### src/rtl/toy_run_ctrl.sv
// toy_run_ctrl: run/step/stop sequencer and data-memory arbiter for the TOY core.
//
// Ports:
//   clk_i, rst_i                    clock, asynchronous active-high reset
//   run_i, stop_i, step_i           front-panel control pulses
//   load_pc_i, pc_sw_i              front-panel PC load pulse and switches
//   halt_i, instr_val_i             core HLT pulse, instruction-fetched strobe
//   cpu_running_i                   core has an instruction in flight
//   cpu_exec_o, pc_wen_o, pc_o      IF enable, PC write strobe and value to core
//   core_* / pnl_*                  core and panel memory requesters
//   mem_*                           shared memory port
//   rdata_o                         read data, returned to whichever owner has rvalid
//   state_o                         STOP=0, RUN=1, STEP=2, DRAIN=3
//   halted_o, drain_err_o           sticky status flags
//   instr_cnt_o                     retired-instruction count
//
// Optional feature, enabled by defining TOY_BRKPT_EN:
//   bp_set_i, bp_addr_i, bp_pc_i    arm a PC breakpoint in STOP; PC of fetched instruction
//   bp_hit_o                        sticky breakpoint hit, cleared by the next accepted RUN
//
// state | meaning
// ------+--------------------------------------------------------------
// STOP  | core idle; panel owns memory; load/run/step accepted
// RUN   | core free-running until stop, halt or breakpoint
// STEP  | core runs until its first fetched instruction
// DRAIN | IF disabled; wait for in-flight instruction or drain timeout
module toy_run_ctrl #(
   parameter int MEM_RD_LAT = 1,
   parameter int DRAIN_TO   = 255
) (
   input  logic        clk_i,
   input  logic        rst_i,
   input  logic        run_i,
   input  logic        stop_i,
   input  logic        step_i,
   input  logic        load_pc_i,
   input  logic [7:0]  pc_sw_i,
   input  logic        halt_i,
   input  logic        instr_val_i,
   input  logic        cpu_running_i,
   output logic        cpu_exec_o,
   output logic        pc_wen_o,
   output logic [7:0]  pc_o,
   input  logic        core_req_i,
   input  logic        core_we_i,
   input  logic [7:0]  core_addr_i,
   input  logic [15:0] core_wdata_i,
   output logic        core_gnt_o,
   output logic        core_rvalid_o,
   input  logic        pnl_req_i,
   input  logic        pnl_we_i,
   input  logic [7:0]  pnl_addr_i,
   input  logic [15:0] pnl_wdata_i,
   output logic        pnl_gnt_o,
   output logic        pnl_rvalid_o,
   output logic [15:0] rdata_o,
   output logic        mem_req_o,
   output logic        mem_we_o,
   output logic [7:0]  mem_addr_o,
   output logic [15:0] mem_wdata_o,
   input  logic [15:0] mem_rdata_i,
   output logic [1:0]  state_o,
   output logic        halted_o,
   output logic        drain_err_o,
`ifdef TOY_BRKPT_EN
   input  logic        bp_set_i,
   input  logic [7:0]  bp_addr_i,
   input  logic [7:0]  bp_pc_i,
   output logic        bp_hit_o,
`endif
   output logic [31:0] instr_cnt_o
);

   typedef enum logic [1:0] {
      ST_STOP  = 2'd0,
      ST_RUN   = 2'd1,
      ST_STEP  = 2'd2,
      ST_DRAIN = 2'd3
   } state_t;

   // Down-counter preload: terminal count 0 is reached after DRAIN_TO DRAIN cycles.
   localparam logic [7:0] DRAIN_LOAD = 8'(DRAIN_TO - 1);

   state_t                r_state;
   state_t                w_state_nxt;
   logic [7:0]            r_drain_cnt;
   logic                  r_pc_wen;
   logic [7:0]            r_pc;
   logic                  r_halted;
   logic                  r_drain_err;
   logic [31:0]           r_instr_cnt;
   logic [MEM_RD_LAT-1:0] r_rd_core;
   logic [MEM_RD_LAT-1:0] r_rd_pnl;

   logic w_exec;
   logic w_drain_to;
   logic w_load;
   logic w_run_go;
   logic w_bp_match;
   logic w_core_gnt;
   logic w_pnl_gnt;

   // Load wins over run/step in STOP, so a run in the same cycle is not accepted.
   assign w_load   = (r_state == ST_STOP) && load_pc_i;
   assign w_run_go = (r_state == ST_STOP) && !load_pc_i && run_i;

`ifdef TOY_BRKPT_EN
   logic       r_bp_armed;
   logic [7:0] r_bp_addr;
   logic       r_bp_hit;

   assign w_bp_match = (r_state == ST_RUN) && instr_val_i && r_bp_armed &&
                       (bp_pc_i == r_bp_addr);

   always_ff @(posedge clk_i or posedge rst_i) begin
      if (rst_i) begin
         r_bp_armed <= 1'b0;
         r_bp_addr  <= 8'd0;
         r_bp_hit   <= 1'b0;
      end else begin
         if (w_load) begin
            r_bp_armed <= 1'b0;
         end else if ((r_state == ST_STOP) && bp_set_i) begin
            r_bp_armed <= 1'b1;
            r_bp_addr  <= bp_addr_i;
         end
         if (w_bp_match) begin
            r_bp_hit <= 1'b1;
         end else if (w_run_go) begin
            r_bp_hit <= 1'b0;
         end
      end
   end

   assign bp_hit_o = r_bp_hit;
`else
   assign w_bp_match = 1'b0;
`endif

   always_comb begin
      w_state_nxt = r_state;
      w_exec      = 1'b0;
      w_drain_to  = 1'b0;
      case (r_state)
         ST_STOP: begin
            if (!load_pc_i) begin
               if (run_i) begin
                  w_state_nxt = ST_RUN;
               end else if (step_i) begin
                  w_state_nxt = ST_STEP;
               end
            end
         end
         ST_RUN: begin
            w_exec = 1'b1;
            if (stop_i || halt_i || w_bp_match) begin
               w_state_nxt = ST_DRAIN;
            end
         end
         ST_STEP: begin
            w_exec = 1'b1;
            if (stop_i || instr_val_i) begin
               w_state_nxt = ST_DRAIN;
            end
         end
         ST_DRAIN: begin
            if (!cpu_running_i) begin
               w_state_nxt = ST_STOP;
            end else if (r_drain_cnt == 8'd0) begin
               w_state_nxt = ST_STOP;
               w_drain_to  = 1'b1;
            end
         end
         default: w_state_nxt = ST_STOP;
      endcase
   end

   always_ff @(posedge clk_i or posedge rst_i) begin
      if (rst_i) begin
         r_state     <= ST_STOP;
         r_drain_cnt <= DRAIN_LOAD;
         r_pc_wen    <= 1'b0;
         r_pc        <= 8'd0;
         r_halted    <= 1'b0;
         r_drain_err <= 1'b0;
         r_instr_cnt <= 32'd0;
         r_rd_core   <= '0;
         r_rd_pnl    <= '0;
      end else begin
         r_state     <= w_state_nxt;
         r_drain_cnt <= (r_state == ST_DRAIN) ? r_drain_cnt - 8'd1 : DRAIN_LOAD;
         r_pc_wen    <= w_load;
         if (w_load) begin
            r_pc <= pc_sw_i;
         end
         if (w_load || w_run_go) begin
            r_halted <= 1'b0;
         end else if ((r_state == ST_RUN) && halt_i) begin
            r_halted <= 1'b1;
         end
         if (w_drain_to) begin
            r_drain_err <= 1'b1;
         end
         if (w_load) begin
            r_instr_cnt <= 32'd0;
         end else if (instr_val_i && (r_state != ST_STOP)) begin
            r_instr_cnt <= r_instr_cnt + 32'd1;
         end
         // Owner tags travel with each read so returns survive state changes.
         r_rd_core <= (r_rd_core << 1) | MEM_RD_LAT'(w_core_gnt && !core_we_i);
         r_rd_pnl  <= (r_rd_pnl  << 1) | MEM_RD_LAT'(w_pnl_gnt  && !pnl_we_i);
      end
   end

   // Outside STOP the core owns memory. In STOP the core is still served while
   // cpu_running_i is high so residual traffic after a forced drain completes.
   assign w_core_gnt = core_req_i && ((r_state != ST_STOP) || cpu_running_i);
   assign w_pnl_gnt  = (r_state == ST_STOP) && pnl_req_i && !w_core_gnt;

   assign core_gnt_o  = w_core_gnt;
   assign pnl_gnt_o   = w_pnl_gnt;
   assign mem_req_o   = w_core_gnt || w_pnl_gnt;
   assign mem_we_o    = w_core_gnt ? core_we_i    : (w_pnl_gnt ? pnl_we_i    : 1'b0);
   assign mem_addr_o  = w_core_gnt ? core_addr_i  : (w_pnl_gnt ? pnl_addr_i  : 8'd0);
   assign mem_wdata_o = w_core_gnt ? core_wdata_i : (w_pnl_gnt ? pnl_wdata_i : 16'd0);

   assign core_rvalid_o = r_rd_core[MEM_RD_LAT-1];
   assign pnl_rvalid_o  = r_rd_pnl[MEM_RD_LAT-1];
   assign rdata_o       = (core_rvalid_o || pnl_rvalid_o) ? mem_rdata_i : 16'd0;

   assign cpu_exec_o  = w_exec;
   assign pc_wen_o    = r_pc_wen;
   assign pc_o        = r_pc;
   assign state_o     = r_state;
   assign halted_o    = r_halted;
   assign drain_err_o = r_drain_err;
   assign instr_cnt_o = r_instr_cnt;

endmodule
### config.mk
export PLATFORM = sky130hd
export DESIGN_NAME = toy_run_ctrl
export DESIGN_NICKNAME = d
export VERILOG_FILES = /design/src/rtl/toy_run_ctrl.sv
export SDC_FILE = /design/constraint.sdc
export NUM_CORES = 1
export LEC_CHECK = 0
export CORE_UTILIZATION = 39
export DETAILED_ROUTE_END_ITERATION = 12
export PLACE_DENSITY = 0.81
export REMOVE_ABC_BUFFERS = 1
export SETUP_SLACK_MARGIN = 0.1
export SYNTH_ARGS = -nofsm -noshare
export SYNTH_HDL_FRONTEND = slang
export SYNTH_SLANG_ARGS = --single-unit
### constraint.sdc
create_clock -name clk_i -period 2.5 [get_ports clk_i]
set_input_delay 0.375 -clock clk_i [delete_from_list [all_inputs] [get_ports clk_i]]
set_output_delay 0.375 -clock clk_i [all_outputs]
set_load 0.01 [all_outputs]
==> results of run 1 <==
-- routing by layer --
metal  track usage, %  up-vias  routed length [um]  share of wire (%)
met5                0        -                   0                  0
met4             8.85        0                 367                3.5
met3             4.88       31                 617                5.8
met2             41.8      128                5330                 50
met1             29.0     1673                4290                 40
li1                 -     1722                   -                  -
-- worst max-delay path: cells and delay by family (launching register included) --
family / cells / cell delay (ns)
buffers and inverters: 5 / 0.71
AO/OA/AOI/OAI: 1 / 0.20
adder cells (fa/ha/maj): 1 / 0.16
flip-flops: 1 / 0.40
AND/OR/NAND/NOR: 2 / 0.12
-- registers in the layout, indices dropped and copies added (netlist names) --
signal and count:
instr_cnt_o 32, pc_o 8, r_drain_cnt 8, state_o 2, core_rvalid_o 1, drain_err_o 1, halted_o 1, pc_wen_o 1
pnl_rvalid_o 1
-- power breakdown --
group	switching (mW)	leakage [nW]	internal (mW)
Clock	0.280	0.0412	0.196
Sequential	0.109	0.719	1.04
Combinational	0.849	1.75	0.884
Total	1.24	2.51	2.12
-- final timing paths --
check	startpoint	end	slack (ns)
setup / recovery	state_o[1]	mem_wdata_o[0]	0.23
setup reg to reg	r_drain_cnt[5]	state_o[0]	0.27
max in group asynchronous	rst_i	instr_cnt_o[7]	1.49
hold reg to reg	r_drain_cnt[0]	r_drain_cnt[0]	0.47
min in group clk_i	r_drain_cnt[0]	r_drain_cnt[0]	0.47
hold / removal	rst_i	instr_cnt_o[17]	0.44
-- cell usage after synthesis (7+ instances only) --
master    count
clkbuf_1     13
dfrtp_1      48
dfstp_2       7
ha_1          8
inv_1        13
mux2i_1      20
nand2_1     116
nand2b_1      9
nand3_1      42
nand4_1      15
nor2_1       24
nor2b_1      18
nor3_1       11
xnor2_1       7
-- kinds of logic (layout without fill, tap and decap cells) --
kind of cell / count (synthesis) / count (layout) / synth area share (%)
adder cells (fa/ha/maj): 8 / 8 / 3.10
multiplexers: 22 / 22 / 6.89
XOR/XNOR: 8 / 8 / 2.17
AO/OA/AOI/OAI: 24 / 24 / 5.23
AND/OR/NAND/NOR: 250 / 250 / 36.4
flip-flops: 55 / 55 / 42.9
buffers and inverters: 29 / 218 / 3.37
-- repair_timing --
item | CTS | global route
pin swaps | 1 | 0
resized for setup | 28 | 7
buffers inserted | 0 | 2
endpoints found under the setup margin | 44 | 8
-- layout by cell type, fill, tap and decap left out, types with 15 or more instances in the layout --
cell type,n
clkdlybuf4s50_1,148
nand2_1,116
dfrtp_1,48
nand3_1,42
nor2_1,23
dlygate4sd2_1,21
mux2i_1,20
nor2b_1,18
buf_4,16
nand4_1,15
-- area by class of cell --
cell class                      instances  area (um^2)  area share, %
Clock buffer                            6         72.6           1.35
Clock inverter                          2         12.5          0.234
Multi-Input combinational cell        312         1760           32.9
Sequential cell                        55         1390           25.9
Tap cell                              102          128           2.38
Timing Repair Buffer                  196         1940           36.3
Inverter                               14         52.6          0.981
-- per-stage QoR --
step / cell area (um^2) / utilization [%]
after global routing: 5360 / 67.9
after detailed placement: 5240 / 66.4
after floorplan: 3170 / -
after global placement: 5240 / 66.4
final: 5360 / 67.9
after CTS: 5330 / 67.5
==> results.py, run 1 <==
metrics = {
    "placed_design": {
        "gp_congestion": 0.823,
        "dp_hpwl_mm": 8.34,
        "dp.cells": 677,
        "port-buffer-count": 176,
        "dp_slack_ns": 0.115,
    },
    "global_route": {
        "grt_pass1_vias": 3347,
        "gr-total-overflow": 0,
        "track_usage_pct": 23.9,
        "grt_antenna_before_repair": 0,
        "grt_start_max_net_pins": 39,
        "grt_pass1_wl_mm": 16.2,
    },
    "critical_path": {
        "slowest_delay_ns": 0.40,
        "crit_arrival_ns": 1.90,
        "required_ns": 2.12,
        "crit_fanout": 9,
        "r2r_cells": 4,
        "worstSetupEndpointType": "primary output",
        "path_class": "flop to primary output",
        "path_cells": "inv_2 > ha_4 > inv_1 > o21ai_4 > inv_2 > buf_4 > nand2_1 > nand2_1 > dlygate4sd2_1",
        "worst_setup_path_start_kind": "flop",
        "critPathSlowestCell": "dfrtp_1",
    },
    "timing": {
        "final-hold-violation-count": 0,
        "hold_slack_ns": 0.443,
        "finalCriticalPeriod_ns": 2.27,
        "slew_viol_final": 0,
        "setup_viol": 0,
        "max_freq_mhz": 440,
        "slew_headroom_pct": 59.7,
        "setup_slack_ns": 0.227,
        "rsz0062_at_grt": "no",
        "fin_crit_sh_pct": 90.9,
        "fin_skew_ns": 0.00577,
        "worst_pin_slew_ns": 0.599,
        "setup_tns_ns": 0,
    },
    "pwr": {
        "finalPower_mw": 3.35,
        "power_density_nw_per_um2": 626,
        "ir_drop_mv": 0.378,
        "leakage_nw": 2.51,
    },
    "synthesis": {
        "ys_seq_area_share_pct": 42.9,
        "synth_edf_count": 0,
        "avgSynthCellArea_um2": 8.16,
        "synth_ff_type": "dfrtp_1",
        "synth.area.top_cells": "dfrtp_1 37%, nand2_1 13%, nand3_1 6.5%",
        "synth_top_area_cell": "dfrtp_1",
        "ys_warn_count": 0,
        "synth-seq-cells": 55,
        "synthesis.area_um2": 3230,
        "synth_cell_types": 42,
        "ys_async_sr_fraction_pct": 100,
        "synth_top_area_share_pct": 37.2,
        "synth_cells": 396,
    },
    "floorplanning": {
        "io_pins": 177,
        "dieHeight_um": 93.0,
        "die_w_um": 93.0,
        "initial_core_util_pct": 41.0,
        "core_region_area_um2": 7890,
        "die_area_um2": 8650,
        "std_cell_rows": 32,
    },
    "clock_network": {
        "clockRootBuffer": "clkbuf_8",
        "clk_latency_ns": 0.31,
        "cts_max_level": 2,
        "cts_buffers": 5,
        "cts.clk_slew.worst_paths_ns": 0.10,
        "clock_path_buffers": 2,
        "cts_tree": "done",
        "cts_hold_buffers": 0,
        "cts_sinks": 55,
    },
    "routing": {
        "ant_nets": 0,
        "drt-pass1-iter-count": 4,
        "drc": 0,
        "routed_wl_mm": 10.6,
        "routed_via_density": 5.17,
        "drt-wirelength-per-cell_um": 15.4,
        "routed-via-count": 3554,
        "drt-initial-drc-count": 117,
    },
    "finish": {
        "finalNonFillerCells": 687,
        "num-fill-cells": 658,
        "syn_to_final_growth_pct": 65.8,
        "diodes": 0,
        "drive_above_1_share_pct": 8.21,
        "final_nets": 677,
    },
    "flow_run": {
        "cap_violations": 0,
    },
    "status": {
        "outcome": "finished clean",
    },
    "min_path": {
        "hold_class": "input port to asynchronous set/reset pin",
    },
}
Power figures use the tool's default switching activity.
==> inputs of run 2 (changes only) <==
--- a/config.mk
+++ b/config.mk
@@ -10,6 +10,7 @@
 export PLACE_DENSITY = 0.81
 export REMOVE_ABC_BUFFERS = 1
 export SETUP_SLACK_MARGIN = 0.1
+export SKIP_CTS_REPAIR_TIMING = 1
 export SYNTH_ARGS = -nofsm -noshare
 export SYNTH_HDL_FRONTEND = slang
 export SYNTH_SLANG_ARGS = --single-unit
==> results.py, run 2 (synthesis gave the netlist of run 1 again) <==
metrics = {
    "placed_design": {
        "dpl_cell_area_um2": 5240,
        "port-buffer-count": 176,
        "dp_hpwl_mm": 8.34,
        "gp_congestion": 0.823,
    },
    "clock_network": {
        "cts_sinks": 55,
        "clockRootBuffer": "clkbuf_8",
        "clock_path_buffers": 2,
        "cts_tree": "done",
        "clk_latency_ns": 0.31,
        "cts_buffers": 5,
        "cts_max_level": 2,
        "cts.clk_slew.worst_paths_ns": 0.09,
    },
    "timing": {
        "slew_headroom_pct": 59.2,
        "rsz0062_at_grt": "yes",
        "finalCriticalPeriod_ns": 2.48,
        "slew_viol_final": 0,
        "fin_crit_sh_pct": 99.1,
        "final-hold-violation-count": 0,
        "setup_tns_ns": 0,
        "fin_skew_ns": 0.00644,
        "max_freq_mhz": 403,
        "setup_viol": 0,
        "worst_pin_slew_ns": 0.611,
    },
    "floorplanning": {
        "initial_core_util_pct": 41.0,
        "dieHeight_um": 93.0,
        "core_region_area_um2": 7890,
        "std_cell_rows": 32,
        "die_w_um": 93.0,
        "die_area_um2": 8650,
        "io_pins": 177,
    },
    "finish": {
        "final_nets": 675,
        "drive_above_1_share_pct": 7.89,
        "largest_reg_flops": 32,
        "final_util_pct": 68.6,
        "final_area_um2": 5410,
        "diodes": 0,
        "syn_to_final_growth_pct": 67.4,
        "num-fill-cells": 640,
        "ff_latch_area_um2": 1390,
        "multi_input_area_um2": 1760,
        "layout_commonest_cell": "clkdlybuf4s50_1",
        "layout_common_cells": "153 x clkdlybuf4s50_1, 116 x nand2_1, 48 x dfrtp_1",
    },
    "global_route": {
        "track_usage_pct": 23.8,
        "grt_pass1_vias": 3331,
        "gr-total-overflow": 0,
        "grt_start_max_net_pins": 39,
        "grt_pass1_wl_mm": 16.1,
        "grt_antenna_before_repair": 0,
    },
    "routing": {
        "drc": 0,
        "drt-initial-drc-count": 130,
        "drt-pass1-iter-count": 4,
        "drt-wirelength-per-cell_um": 15.5,
        "routed-via-count": 3516,
        "routed_wl_mm": 10.6,
        "ant_nets": 0,
        "routed_via_density": 5.13,
    },
    "pwr": {
        "finalPower_mw": 3.37,
        "power_density_nw_per_um2": 623,
        "ir_drop_mv": 0.386,
        "leakage_nw": 2.66,
    },
    "critical_path": {
        "worst_setup_path_start_kind": "flop",
        "r2r-start": "r_drain_cnt[5]",
        "path_class": "flop to primary output",
        "required_ns": 2.12,
        "crit_arrival_ns": 2.10,
        "path_cells": "inv_2 > ha_4 > inv_1 > o21ai_4 > inv_2 > buf_4 > nand2_1 > nand2_1 > clkdlybuf4s50_1",
        "crit_fanout": 10,
        "slowest_delay_ns": 0.47,
        "worstSetupEndpointType": "primary output",
        "crit_family": "buffers and inverters",
        "crit_buf_inv": 5,
        "critPathLaunch": "state_o[0]",
        "critPathSlowestCell": "clkdlybuf4s50_1",
    },
    "status": {
        "outcome": "finished clean",
    },
    "min_path": {
        "hold_class": "input port to asynchronous set/reset pin",
    },
    "flow_run": {
        "cap_violations": 0,
    },
}
[run 2: worst paths after layout]
check                           slack (ns)         endpoint  depth (start not counted)
min in group clk_i                    0.47   r_drain_cnt[0]                          1
worst min-delay path                  0.45  instr_cnt_o[17]                          2
worst max-delay path                  0.02   mem_wdata_o[1]                          9
worst max register to register        0.27       state_o[1]                          4
max in group asynchronous             1.49          pc_o[7]                          3
worst min register to register        0.47   r_drain_cnt[0]                          1
[run 2: area by class of cell]
cell class                 instances  share of cell area, %
sequential                        55                   25.6
timing repair buffer             194                   36.9
multi-input combinational        312                   32.6
tap                              102                   2.36
inverter                          14                  0.972
clock inverter                     2                  0.231
clock buffer                       6                   1.34
[run 2: metal layers]
layer	track usage, %	vias up	wire (um)
li1	-	1715	-
met1	29.2	1637	4260
met2	41.4	137	5440
met3	4.55	27	641
met4	8.72	0	293
met5	0	-	0
[run 2: per-stage QoR]
stage | hold WS, ns | worst slack (ns) | instances
floorplan | 0.426 | -0.487 | 381
global placement | 0.442 | 0.195 | 677
detailed placement | 0.446 | 0.115 | 677
CTS | 0.461 | -0.207 | 685
global route | 0.486 | -0.103 | 685
finish | 0.445 | 0.0216 | 685
[run 2: report_power, final]
part           internal, mW  switching, mW
Sequential             1.04          0.108
Clock                 0.196          0.282
Combinational         0.901          0.845
Total                  2.13           1.23
